==> src/rtl/tinyriscv_pkg.sv <==
// Shared arbiter definitions: FSM state encoding, default master count
// and the fixed master index assignments on the RIB bus.
package tinyriscv_pkg;

    localparam int NUM_MASTER_DEF = 4;

    localparam int M_CORE_EX  = 0;
    localparam int M_CORE_PC  = 1;
    localparam int M_JTAG     = 2;
    localparam int M_UART_DBG = 3;

    typedef enum logic {
        ST_IDLE = 1'b0,
        ST_BUSY = 1'b1
    } arb_state_t;

    // Index width that stays legal (>=1) even for a single master.
    function automatic int idx_width(input int n);
        return (n > 1) ? $clog2(n) : 1;
    endfunction

endpackage

==> src/rtl/rr_pick.sv <==
// Round-robin picker: returns the first requester at or above i_ptr,
// wrapping to the lowest requester when nothing is found above it.
module rr_pick #(
    parameter int N     = 4,
    parameter int IDX_W = 2
) (
    input  logic [N-1:0]     i_req,
    input  logic [IDX_W-1:0] i_ptr,
    output logic [N-1:0]     o_gnt,
    output logic [IDX_W-1:0] o_idx
);

    logic [N-1:0] w_hi_req;
    logic [N-1:0] w_hi_gnt;
    logic [N-1:0] w_lo_gnt;

    generate
        for (genvar gi = 0; gi < N; gi++) begin : g_hi
            assign w_hi_req[gi] = i_req[gi] & (IDX_W'(gi) >= i_ptr);
        end
    endgenerate

    // Lowest set bit isolation: x & -x.
    assign w_hi_gnt = w_hi_req & (~w_hi_req + N'(1));
    assign w_lo_gnt = i_req & (~i_req + N'(1));
    assign o_gnt    = (|w_hi_req) ? w_hi_gnt : w_lo_gnt;

    always_comb begin
        o_idx = '0;
        for (int i = 0; i < N; i++) begin
            if (o_gnt[i]) begin
                o_idx = IDX_W'(i);
            end
        end
    end

endmodule

==> src/rtl/rib_arb.sv <==
// RIB bus arbiter: debug masters take absolute priority, round-robin within
// the competing class, one grant at a time with ready/abort/timeout release.
module rib_arb
    import tinyriscv_pkg::*;
#(
    parameter int                    NUM_MASTER     = NUM_MASTER_DEF,
    parameter logic [NUM_MASTER-1:0] PRIO_MASK      = NUM_MASTER'(4'b1100),
    parameter int                    TIMEOUT_CYCLES = 256,
    localparam int                   IDX_W          = idx_width(NUM_MASTER)
) (
    input  logic                  clk_i,
    input  logic                  rst_ni,
    input  logic [NUM_MASTER-1:0] req_i,
    input  logic                  ready_i,
    output logic [NUM_MASTER-1:0] gnt_o,
    output logic [IDX_W-1:0]      gnt_idx_o,
    output logic                  busy_o,
    output logic                  hold_flag_o,
    output logic                  timeout_o
);

    // Masters other than the two core ports stall the pipeline while granted.
    localparam logic [NUM_MASTER-1:0] NON_CORE_MASK = ~NUM_MASTER'(3);

    arb_state_t            r_state;
    logic [NUM_MASTER-1:0] r_gnt;
    logic [IDX_W-1:0]      r_gnt_idx;
    logic [IDX_W-1:0]      r_rr_ptr;
    logic [15:0]           r_wait_cnt;
    logic                  r_timeout;

    logic [NUM_MASTER-1:0] w_prio_req;
    logic                  w_prio_any;
    logic [NUM_MASTER-1:0] w_prio_gnt;
    logic [IDX_W-1:0]      w_prio_idx;
    logic [NUM_MASTER-1:0] w_all_gnt;
    logic [IDX_W-1:0]      w_all_idx;
    logic [NUM_MASTER-1:0] w_win_gnt;
    logic [IDX_W-1:0]      w_win_idx;
    logic [IDX_W-1:0]      w_next_ptr;
    logic                  w_req_drop;
    logic                  w_wait_last;

    assign w_prio_req = req_i & PRIO_MASK;
    assign w_prio_any = |w_prio_req;

    rr_pick #(
        .N     (NUM_MASTER),
        .IDX_W (IDX_W)
    ) u_pick_prio (
        .i_req (w_prio_req),
        .i_ptr (r_rr_ptr),
        .o_gnt (w_prio_gnt),
        .o_idx (w_prio_idx)
    );

    rr_pick #(
        .N     (NUM_MASTER),
        .IDX_W (IDX_W)
    ) u_pick_all (
        .i_req (req_i),
        .i_ptr (r_rr_ptr),
        .o_gnt (w_all_gnt),
        .o_idx (w_all_idx)
    );

    assign w_win_gnt   = w_prio_any ? w_prio_gnt : w_all_gnt;
    assign w_win_idx   = w_prio_any ? w_prio_idx : w_all_idx;
    assign w_next_ptr  = (r_gnt_idx == IDX_W'(NUM_MASTER - 1)) ? '0 : r_gnt_idx + IDX_W'(1);
    assign w_req_drop  = ~|(req_i & r_gnt);
    assign w_wait_last = (r_wait_cnt == 16'(TIMEOUT_CYCLES - 1));

    // Release priority: ready completion beats abort, abort beats timeout.
    always_ff @(posedge clk_i or negedge rst_ni) begin
        if (!rst_ni) begin
            r_state    <= ST_IDLE;
            r_gnt      <= '0;
            r_gnt_idx  <= '0;
            r_rr_ptr   <= '0;
            r_wait_cnt <= '0;
            r_timeout  <= 1'b0;
        end else begin
            r_timeout <= 1'b0;
            case (r_state)
                ST_IDLE: begin
                    if (|req_i) begin
                        r_state    <= ST_BUSY;
                        r_gnt      <= w_win_gnt;
                        r_gnt_idx  <= w_win_idx;
                        r_wait_cnt <= '0;
                    end
                end
                ST_BUSY: begin
                    if (ready_i) begin
                        r_state   <= ST_IDLE;
                        r_gnt     <= '0;
                        r_gnt_idx <= '0;
                        r_rr_ptr  <= w_next_ptr;
                    end else if (w_req_drop) begin
                        r_state   <= ST_IDLE;
                        r_gnt     <= '0;
                        r_gnt_idx <= '0;
                    end else if (w_wait_last) begin
                        r_state   <= ST_IDLE;
                        r_gnt     <= '0;
                        r_gnt_idx <= '0;
                        r_rr_ptr  <= w_next_ptr;
                        r_timeout <= 1'b1;
                    end else begin
                        r_wait_cnt <= r_wait_cnt + 16'd1;
                    end
                end
                default: begin
                    r_state <= ST_IDLE;
                    r_gnt   <= '0;
                end
            endcase
        end
    end

    assign gnt_o       = r_gnt;
    assign gnt_idx_o   = r_gnt_idx;
    assign busy_o      = (r_state == ST_BUSY);
    assign timeout_o   = r_timeout;
    assign hold_flag_o = (req_i[M_CORE_EX] & ~r_gnt[M_CORE_EX]) | (|(r_gnt & NON_CORE_MASK));

endmodule
==> config.mk <==
export PLATFORM = sky130hd
export DESIGN_NAME = rib_arb
export DESIGN_NICKNAME = d
export VERILOG_FILES = /design/src/rtl/tinyriscv_pkg.sv /design/src/rtl/rr_pick.sv /design/src/rtl/rib_arb.sv
export SDC_FILE = /design/constraint.sdc
export NUM_CORES = 1
export LEC_CHECK = 0
export CORE_MARGIN = 10
export CORE_UTILIZATION = 35
export CTS_CLUSTER_SIZE = 30
export DETAILED_ROUTE_END_ITERATION = 6
export PLACE_DENSITY = 0.66
export SYNTH_ARGS = -nofsm -noshare
export SYNTH_HDL_FRONTEND = slang
export SYNTH_SLANG_ARGS = --single-unit
==> constraint.sdc <==
create_clock -name clk_i -period 3 [get_ports clk_i]
set_clock_uncertainty 0.15 [all_clocks]
set_input_delay 0.6 -clock clk_i [delete_from_list [all_inputs] [get_ports clk_i]]
set_output_delay 0.6 -clock clk_i [all_outputs]
set_load 0.005 [all_outputs]
==> metrics.csv <==
stage;metric;value;unit
route;drt drc;0;
critical_path;Worst setup EP type;register;
yosys;Synth async-reset ratio;1.00;
timing;min Tclk post-route;2.66;ns
clock_network;CTS H-tree lvls;1;
clock_network;clock slew at the register clock pins of the worst setup and hold paths;0.09;ns
yosys;sequential share of the synthesized area;0.495;
die;die area;6600;µm²
timing;period utilization;0.887;
global_route;initial antenna violation count;0;
critical_path;crit path buf inv count;1;
place;Detail Placement HPWL;2200;µm
die;chip height;81.3;µm
clock_network;CTS Buf Count;3;
yosys;synthesized cell area;1310;µm²
timing;final setup TNS;0;ns
global_route;GR Util All Layers;0.0984;
timing;FMAX;376;MHz
yosys;Synth Instances;138;
route;drt first pass iters;4;
layout;Layout area overhead;24.1;%
yosys;Syn Area/Cell;9.52;µm²
critical_path;startpoint types;input pin;
clock_network;Worst-Skew Late Latency;0.27;ns
clock_network;post_cts resized;0;
yosys;register bit count reported by yosys;26;
clock_network;CTS tree;built;
timing;RSZ-0062 raised after global routing;no;
route;antenna violation net count after detailed routing;0;
critical_path;CP Cell Sequence;clkdlybuf4s50_1 -> a22oi_2 -> a211o_4 -> or4_1 -> or3_1 -> a21oi_1;
critical_path;Crit Path Class;in -> reg;
layout;ANT cells;0;
clock_network;Setup Buffers After CTS;0;
die;ports placed on the boundary;16;
yosys;Post-synth EDFFs;0;
timing;Slew headroom;0.546;
hold_path;HP Class;reg -> reg;
critical_path;crit-path leading delay family;simple AND/OR/NAND/NOR gates;
status;status;complete, no violations;
yosys;yosys warns;0;
run;Max-Cap Viols;0;
yosys;post-synthesis cell type count;32;
die;initial core utilization;0.362;
die;DIE WIDTH;81.3;µm
critical_path;critical path's slowest cell;or4_1;
place;Port Buf Inserts;15;
power_and_ir_drop;VDD IR max;0.250;mV
yosys;Mapped Nets;147;
power_and_ir_drop;power after layout;0.00103;W
place;GPL Wtd Cong;0.816;
global_route;vias in the first global route;1107;
layout;share of layout cells above drive strength 1;0.0994;
global_route;gr ovfl total;0;
global_route;largest net degree at the start of global routing;27;
critical_path;Critical Path Fanout Max;7;
clock_network;Sink Count;26;
clock_network;root buf cell;clkbuf_8;
die;core box area;3630;µm²
die;Core Rows;22;
layout;Post-layout nets;171;
clock_network;CTS Buffer Depth;2;
timing;max-slew violation count;0;
route;vias post-DR;1115;
clock_network;count of hold-fix buffers inserted at cts;0;
route;WL final;3000;µm
timing;worst-margin pin slew;0.682;ns
yosys;ys flop type;dfrtp_1;
timing;Setup Viol. Count Final;0;
global_route;first-pass GRT wire length;5300;µm
critical_path;Max stage delay on crit path;0.62;ns
critical_path;CP required;3.05;ns
timing;Final Hold Violating Endpoints;0;
route;Initial DRC Count;76;
critical_path;critical path arrival;2.71;ns
power_and_ir_drop;pwr dens;629;nW/µm²
route;DR vias/cell;5.33;
power_and_ir_drop;Leak;0.671;nW
route;routed len/inst;14.4;µm
routing by layer:
metal	part of all wire	track usage	up-vias	wire length, µm
met2	0.45	0.155	37	1350
met3	0.058	0.0298	6	175
met1	0.48	0.127	513	1440
li1	-	-	559	-
met5	0	0	-	0
met4	0.014	0.0294	0	42
cell families after synthesis:
logic type / share of synthesized area
mux: 0.00857
flops: 0.495
buf+inv: 0.0190
xor+xnor: 0.0400
compound gates: 0.177
simple gates: 0.241
fa+ha+maj: 0.0190
layout by cell type, fill, tap and decap left out:
master / count
nand4_1: 3
clkdlybuf4s50_1: 15
clkbuf_8: 3
nor4_2: 1
xor2_1: 2
and4_1: 1
o31ai_1: 5
or4_1: 3
inv_2: 1
a22oi_2: 1
buf_4: 6
or2_2: 2
dfrtp_1: 26
nand2_1: 24
o2111ai_1: 1
a32o_1: 2
a22oi_1: 1
nor2b_1: 1
nor4_1: 4
or3_1: 4
xnor2_1: 4
o211ai_1: 6
a211o_4: 1
nor3_1: 2
nand3_1: 7
bufinv_16: 1
mux2_1: 1
o41ai_1: 1
a21oi_1: 6
o21ai_1: 3
nor2_1: 10
ha_1: 2
inv_1: 3
and3_1: 2
o21ai_0: 6
cell type report:
class / instances / area (µm²)
repair buffers: 21 / 195
fillers: 357 / 2000
flip-flops and latches: 26 / 651
multi-input cells: 106 / 638
clock inverters: 1 / 30.0
inverters: 4 / 15.0
well taps: 48 / 60.1
clock buffers: 3 / 41.3
worst paths after layout:
path | slack [ns] | depth (start not counted) | startpoint | end
setup / recovery | 0.34 | 6 | req_i[2] | r_wait_cnt[15]$_DFFE_PN0P_
max in group asynchronous | 1.90 | 2 | rst_ni | busy_o$_DFF_PN0_
setup reg to reg | 0.50 | 5 | r_wait_cnt[12]$_DFFE_PN0P_ | r_rr_ptr[1]$_DFFE_PN0P_
hold / removal | 0.37 | 1 | r_wait_cnt[5]$_DFFE_PN0P_ | r_wait_cnt[5]$_DFFE_PN0P_
hold reg to reg | 0.37 | 1 | r_wait_cnt[5]$_DFFE_PN0P_ | r_wait_cnt[5]$_DFFE_PN0P_
min in group asynchronous | 0.54 | 2 | rst_ni | gnt_o[1]$_DFFE_PN0P_
Yosys cell counts, types with 2 or more instances:
| cell | count | area, µm² |
|---|---|---|
| or2_2 | 2 | 12.5 |
| or4_1 | 3 | 22.5 |
| o31ai_1 | 5 | 37.5 |
| dfrtp_1 | 26 | 651 |
| xnor2_1 | 4 | 35.0 |
| xor2_1 | 2 | 17.5 |
| buf_2 | 2 | 10.0 |
| a21oi_1 | 6 | 30.0 |
| a32o_1 | 2 | 20.0 |
| inv_1 | 3 | 11.3 |
| nand2_1 | 24 | 90.1 |
| ha_1 | 2 | 25.0 |
| nand3_1 | 7 | 35.0 |
| or3_1 | 4 | 25.0 |
| and3_1 | 2 | 12.5 |
| nor4_1 | 4 | 25.0 |
| nor2_1 | 10 | 37.5 |
| o21ai_0 | 6 | 30.0 |
| o211ai_1 | 6 | 45.0 |
| nor3_1 | 2 | 10.0 |
| o21ai_1 | 3 | 15.0 |
| nand4_1 | 3 | 18.8 |
flip-flops by register name, summed over array words and instances (netlist names):
register	cells
r_wait_cnt	16
gnt_idx_o	2
r_rr_ptr	2
busy_o	1
gnt_o	4
timeout_o	1
metrics by stage:
stage | util | instances | hold slack [ns] | worst slack, ns | cell area [µm²]
after floorplan | - | 138 | 0.154 | 0.612 | 1310
after global placement | 0.429 | 205 | 0.339 | 0.136 | 1560
after detailed placement | 0.429 | 205 | 0.347 | 0.0502 | 1560
after CTS | 0.449 | 209 | 0.365 | 0.338 | 1630
after global routing | 0.449 | 209 | 0.395 | 0.228 | 1630
final | 0.449 | 209 | 0.373 | 0.339 | 1630
report_power, final:
| group | switching (W) | total [W] | internal (W) |
|---|---|---|---|
| clock network | 0.000109 | 0.000287 | 0.000178 |
| logic | 0.000143 | 0.000273 | 0.000130 |
| registers | 0.0000663 | 0.000466 | 0.000400 |
| total | 0.000318 | 0.00103 | 0.000708 |
worst reg2reg max path, delay by kind of cell, from the launching register on:
family	cells	cell delay (ns)
AOI/OAI and AO/OA	1	0.21
DFF	1	0.44
muxes	1	0.33
and+or+nand+nor	3	1.28
Note: power is estimated with default switching activity, not from simulation.
